===== src/rtl/dsm_tx_sched.sv =====
// Transmit sample scheduler: buffers upstream samples in a FIFO.
// It releases one sample per RATIO clocks and drives the fs/4 LO.
module dsm_tx_sched #(
  parameter int DW        = 20,
  parameter int RATIO     = 50,
  parameter int DEPTH     = 4,
  parameter int PRIME_LVL = 2
) (
  input  logic                       clock,
  input  logic                       reset,
  input  logic                       enable,
  input  logic                       flush,
  input  logic [DW-1:0]              in_data,
  input  logic                       in_valid,
  output logic                       in_ready,
  output logic [DW-1:0]              v_out,
  output logic                       sample_stb,
  output logic [1:0]                 LO,
  output logic                       running,
  output logic                       underflow,
  output logic [7:0]                 under_cnt,
  output logic [$clog2(DEPTH):0]     level
);

  localparam int AW = $clog2(DEPTH);
  localparam int LW = AW + 1;
  localparam int PW = $clog2(RATIO);
  localparam logic [PW-1:0] PH_LAST = PW'(RATIO - 1);
  localparam logic [LW-1:0] FULL    = LW'(DEPTH);
  localparam logic [LW-1:0] PRIME_N = LW'(PRIME_LVL);

  typedef enum logic [1:0] {
    S_IDLE,
    S_PRIME,
    S_RUN
  } state_t;

  state_t          state_q, state_d;
  logic [LW-1:0]   count_q, count_d;
  logic [AW-1:0]   wptr_q, wptr_d;
  logic [AW-1:0]   rptr_q, rptr_d;
  logic [PW-1:0]   phase_q, phase_d;
  logic [1:0]      lo_cnt_q, lo_cnt_d;
  logic [1:0]      lo_q, lo_d;
  logic [DW-1:0]   vout_q, vout_d;
  logic            stb_q, stb_d;
  logic            uf_q, uf_d;
  logic [7:0]      ucnt_q, ucnt_d;
  logic [DW-1:0]   mem_q [DEPTH];

  logic ph_wrap, enter, leave, keep;
  logic do_flush, push, pop;

  assign in_ready   = (count_q != FULL);
  assign running    = (state_q == S_RUN);
  assign level      = count_q;
  assign v_out      = vout_q;
  assign sample_stb = stb_q;
  assign LO         = lo_q;
  assign underflow  = uf_q;
  assign under_cnt  = ucnt_q;

  always_comb begin
    state_d  = state_q;
    count_d  = count_q;
    wptr_d   = wptr_q;
    rptr_d   = rptr_q;
    phase_d  = phase_q;
    lo_cnt_d = lo_cnt_q;
    lo_d     = 2'b00;
    vout_d   = vout_q;
    stb_d    = 1'b0;
    uf_d     = uf_q;
    ucnt_d   = ucnt_q;

    ph_wrap  = (phase_q == PH_LAST);
    enter    = (state_q == S_PRIME) && enable
             && (count_q >= PRIME_N);
    leave    = (state_q == S_RUN) && ph_wrap && !enable;
    keep     = enter
             || ((state_q == S_RUN) && ph_wrap && enable);
    do_flush = flush && (state_q == S_IDLE);
    push     = in_valid && in_ready && !do_flush;
    pop      = keep && (count_q != '0);

    unique case (state_q)
      S_IDLE:  if (enable) state_d = S_PRIME;
      S_PRIME: begin
        if (!enable)    state_d = S_IDLE;
        else if (enter) state_d = S_RUN;
      end
      S_RUN:   if (leave) state_d = S_IDLE;
      default: state_d = S_IDLE;
    endcase

    if (do_flush) begin
      count_d = '0;
      wptr_d  = '0;
      rptr_d  = '0;
      uf_d    = 1'b0;
    end else begin
      count_d = count_q + LW'(push) - LW'(pop);
      if (push) wptr_d = wptr_q + 1'b1;
      if (pop)  rptr_d = rptr_q + 1'b1;
    end

    if (enter || leave) begin
      phase_d  = '0;
      lo_cnt_d = '0;
    end else if (state_q == S_RUN) begin
      phase_d  = ph_wrap ? '0 : phase_q + 1'b1;
      lo_cnt_d = lo_cnt_q + 1'b1;
    end

    if (state_d == S_RUN) begin
      unique case (lo_cnt_d)
        2'd0:    lo_d = 2'b01;
        2'd2:    lo_d = 2'b10;
        default: lo_d = 2'b00;
      endcase
    end

    // An empty FIFO at a frame load mutes the output and is logged.
    if (keep) begin
      stb_d = 1'b1;
      if (pop) begin
        vout_d = mem_q[rptr_q];
      end else begin
        vout_d = '0;
        uf_d   = 1'b1;
        if (ucnt_q != 8'hff) ucnt_d = ucnt_q + 8'd1;
      end
    end else if (leave) begin
      vout_d = '0;
    end
  end

  always_ff @(posedge clock) begin
    if (push) mem_q[wptr_q] <= in_data;
  end

  always_ff @(posedge clock or negedge reset) begin
    if (!reset) begin
      state_q  <= S_IDLE;
      count_q  <= '0;
      wptr_q   <= '0;
      rptr_q   <= '0;
      phase_q  <= '0;
      lo_cnt_q <= '0;
      lo_q     <= 2'b00;
      vout_q   <= '0;
      stb_q    <= 1'b0;
      uf_q     <= 1'b0;
      ucnt_q   <= '0;
    end else begin
      state_q  <= state_d;
      count_q  <= count_d;
      wptr_q   <= wptr_d;
      rptr_q   <= rptr_d;
      phase_q  <= phase_d;
      lo_cnt_q <= lo_cnt_d;
      lo_q     <= lo_d;
      vout_q   <= vout_d;
      stb_q    <= stb_d;
      uf_q     <= uf_d;
      ucnt_q   <= ucnt_d;
    end
  end

endmodule


===== config.mk =====
export PLATFORM = sky130hd
export DESIGN_NAME = dsm_tx_sched
export DESIGN_NICKNAME = d
export VERILOG_FILES = /design/src/rtl/dsm_tx_sched.sv
export SDC_FILE = /design/constraint.sdc
export NUM_CORES = 1
export LEC_CHECK = 0
export BUFFER_PORTS_ARGS = -buffer_cell sky130_fd_sc_hd__buf_2
export CAP_MARGIN = 0
export CORE_ASPECT_RATIO = 1.5
export CORE_MARGIN = 4
export CORE_UTILIZATION = 45
export DETAILED_ROUTE_END_ITERATION = 7
export GPL_TIMING_DRIVEN = 0
export PLACE_DENSITY = 0.71
export SLEW_MARGIN = 20
export SYNTH_ARGS = -nofsm -noshare
export SYNTH_HDL_FRONTEND = slang
export SYNTH_SLANG_ARGS = --single-unit

===== constraint.sdc =====
create_clock -name clock -period 2.6 [get_ports clock]
set_input_delay 0.13 -clock clock [delete_from_list [all_inputs] [get_ports clock]]
set_output_delay 0.13 -clock clock [all_outputs]
set_load 0.02 [all_outputs]

==> results.yml <==
worst_setup_path:
  worst_path_largest_cell_delay_ns: 0.52
  critPathMaxFanout: 7
  cp_data_arrival_time_ns: 2.73
  crit_family: "adder cells"
  critPathSlowestCell: "fa_2"
  r2r_slack_ns: 0.16
  r2r_start: "level[1]$_DFF_PN0_"
  worstSetupPathType: "reg2reg"
  end_kind: "flop"
  crit_buf_inv: 5
  startpoint_type: "flop"
  rr_worst_depth: 12
  r2r_end: "level[1]$_DFF_PN0_"
  cp_cell_sequence: "inv_1 -> ha_1 -> inv_2 -> o2111ai_4 -> a21oi_4 -> buf_6 -> ha_1 -> inv_1 -> ha_1 -> inv_1 -> fa_2 -> nor2_1"
  cp.required_ns: 2.89
worst_hold_path:
  min_to: "level[1]$_DFF_PN0_"
  min_delay_path_depth: 3
  worstHoldPathType: "in2reg"
  worst_hold_startpoint: "flush"
route:
  drt_pre_antenna_iters: 4
  drt-initial-drc-count: 193
  routed-via-count: 3146
  drt_wl_total_mm: 10.71
  ant_nets: 0
  post_drt_wl_per_cell_um: 18.19
  post-route-drc-count: 0
  detail_route.vias_per_cell: 5.341
finish:
  area.growth.synth_to_final_pct: 27.00
  insertedDiodeCount: 0
  utilization_pct: 58.54
  fraction_of_layout_instances_using_a_drive_strength_above_1_pct: 35.54
  num-nets-final: 462
power:
  cellPowerDensity_nw_per_um2: 1114
  power.ir.vdd_worst_uv: 651.4
  leakage_nw: 2.673
  power.total_mw: 7.559
sta:
  grt_setup_unrepaired: "false"
  clock_skew_ns: 0.009439
  max-slew-margin-rel_pct: 30.26
  fin_hold_ws_ns: 0.1233
  final-setup-viol-count: 0
  hold_viol_final: 0
  min_period_over_period_pct: 93.90
  tns_ns: 0
  worst_slew_pin_slew_ns: 1.046
  fmax_mhz: 409.6
  final_max_slew_viol_count: 0
  fin_crit_ns: 2.441
  worst_slack_ns: 0.1585
yosys:
  ys_warn_count: 0
  ys_seq_elements: 129
  synth_area_per_cell_sq_um: 16.91
  netlist_area_sq_um: 5343
  synth_nets: 352
  synth-main-ff-cell: "edfxtp_1"
  asyncSetResetFlopFracSynth_pct: 37.98
  netlist-cell-type-count: 49
  postSynthCellCount: 316
  synth-edff-count: 80
  synth-seq-area-share_pct: 67.92
flow_run:
  drv.max_cap_violation_count: 0
clock_network:
  cts-htree-levels: 4
  cts-root-to-sink-buffers: 2
  cts_tree: "yes"
  cts_made_buffers: 17
  clock_tree.root_cell: "clkbuf_16"
  insertion_delay_ns: 0.40
  cts_num_sinks: 129
  clk_pin_slew_ns: 0.06
grt:
  grt.overflow.total: 0
  grt_use_total_pct: 16.83
  number_of_global_route_vias_before_repair: 3340
  grt_start_max_net_pins: 50
  grt_util_met1_pct: 19.33
  met2_usage_pct: 29.80
  grt_pass1_wl_mm: 17.68
  gr-usage-met3_pct: 4.771
  global_route.peak_usage_layer: "met2"
  antenna_found_initial: 0
floorplan:
  die_height_um: 141.5
  std_cell_rows: 48
  i_o_pins: 62
  initial_utilization_pct: 46.09
  fp.dieArea_sq_um: 13720
  placeable_core_area_sq_um: 11590
  die-width_um: 96.97
run_status:
  status: "completed"
placed_design:
  gp_congestion: 0.8557
  port_buffers: 61
  post-place-ws_ns: -0.2373
  place.detailed.hpwl_mm: 6.819
==> area by class of cell <==
type,count,area [sq um]
fillers,897,4806
flip-flops and latches,129,3632
multi-input cells,161,1600
repair buffers,91,588.1
clock buffers,18,429.2
clock inverters,14,211.5
well taps,150,187.7
plain buffers,13,80.08
inverters,13,56.30
==> routing by layer <==
layer / vias to the layer above / share of wire, %
met3: 5 / 3.7
met5: - / 0
li1: 1455 / -
met2: 72 / 55
met1: 1614 / 40
met4: 0 / 0.79
==> Yosys cell counts, types with 2 or more instances <==
| library cell | instances | area share (%) |
|---|---|---|
| or3b_2 | 2 | 0.33 |
| xnor2_1 | 2 | 0.33 |
| o211ai_1 | 2 | 0.28 |
| dfrtp_1 | 49 | 23 |
| o2111a_1 | 2 | 0.42 |
| o21ai_0 | 4 | 0.37 |
| nor3_1 | 3 | 0.28 |
| nand3_1 | 9 | 0.84 |
| edfxtp_1 | 80 | 45 |
| xor2_1 | 3 | 0.49 |
| mux2i_1 | 4 | 0.75 |
| a21oi_1 | 10 | 0.94 |
| mux4_2 | 20 | 8.4 |
| a2111oi_4 | 2 | 1.0 |
| mux2_2 | 3 | 0.63 |
| nand2_1 | 19 | 1.3 |
| buf_6 | 2 | 0.42 |
| a211oi_2 | 2 | 0.47 |
| nand2b_1 | 3 | 0.35 |
| buf_2 | 7 | 0.66 |
| a2111oi_2 | 2 | 0.56 |
| a211oi_1 | 3 | 0.42 |
| a22o_1 | 21 | 3.4 |
| and3_1 | 2 | 0.23 |
| inv_1 | 12 | 0.84 |
| and2_1 | 7 | 0.82 |
| mux2_1 | 2 | 0.42 |
| nor2_1 | 6 | 0.42 |
| ha_1 | 10 | 2.3 |
| clkbuf_1 | 3 | 0.21 |
| or3_1 | 2 | 0.23 |
==> sequential cells by signal, summed over array words and instances (netlist names) <==
| name | cells |
|---|---|
| v_out | 20 |
| level | 3 |
| LO | 2 |
| sample_stb | 1 |
| mem_q | 80 |
| wptr_q | 2 |
| state_q | 2 |
| under_cnt | 8 |
| phase_q | 6 |
| underflow | 1 |
| lo_cnt_q | 2 |
| rptr_q | 2 |
==> where the power goes <==
part / switching, mW / leakage, nW / total [mW] / internal, mW
Clock: 0.851 / 0.312 / 2.55 / 1.70
Combinational: 1.15 / 0.994 / 2.03 / 0.881
Sequential: 0.296 / 1.37 / 2.98 / 2.68
==> how the worst max path moves through the flow <==
stage                              start            endpoint  cells after the start
global placement      level[1]$_DFF_PN0_  level[2]$_DFF_PN0_                     13
finish                level[1]$_DFF_PN0_  level[1]$_DFF_PN0_                     12
global route          level[1]$_DFF_PN0_  level[2]$_DFF_PN0_                     13
floorplan             level[1]$_DFF_PN0_  level[2]$_DFF_PN0_                     13
detailed placement    level[1]$_DFF_PN0_  level[2]$_DFF_PN0_                     13
CTS                 state_q[0]$_DFF_PN0_  level[2]$_DFF_PN0_                     14
==> cell families (layout without fill, tap and decap cells) <==
logic type                 count (synthesis)  after routing  synth area share [%]
AOI/OAI and AO/OA                         55             55                 9.368
xor gates and xnor gates                   5              5                0.8198
adders and majority gates                 11             11                 2.717
buffers and inverters                     26            149                 2.436
DFF                                      129            129                 67.92
muxes                                     29             29                 10.23
and+or+nand+nor                           61             61                 6.511
==> stage by stage <==
stage / std cells / area [sq um]
2_1_floorplan: 316 / 5345
3_3_place_gp: 527 / 5838
4_1_cts: 584 / 6728
3_5_place_dp: 527 / 5841
6_report: 589 / 6785
5_1_grt: 589 / 6785
==> placed cells by master, fill, tap and decap left out, types with 5 or more instances in the layout <==
cell type      count
buf_4              9
nor2_1             6
dfrtp_1           46
bufinv_16          5
buf_2             67
clkbuf_16         17
mux4_2            20
nand2_1           19
dlygate4sd3_1     22
edfxtp_1          80
nand3_1            9
inv_1             11
a21oi_1           10
a22o_1            21
ha_1              10
==> repair_timing <==
| action | in CTS | in global routing |
|---|---|---|
| buffers inserted | 3 | 5 |
| pin swaps | 2 | 3 |
| hold endpoints to repair | 130 | 0 |
| resized for setup | 1 | 6 |
| endpoints found under the setup margin | 2 | 2 |
| hold buffers | 22 | 0 |
==> worst reg2reg max path: cells and delay by family, from the launching register on <==
family / cells / cell delay (ns)
AO/OA/AOI/OAI: 2 / 0.34
flip-flops: 1 / 0.45
buffers and inverters: 5 / 0.39
adder cells (fa/ha/maj): 4 / 1.09
AND/OR/NAND/NOR: 1 / 0.04
Note: power is estimated with default switching activity, not from simulation.
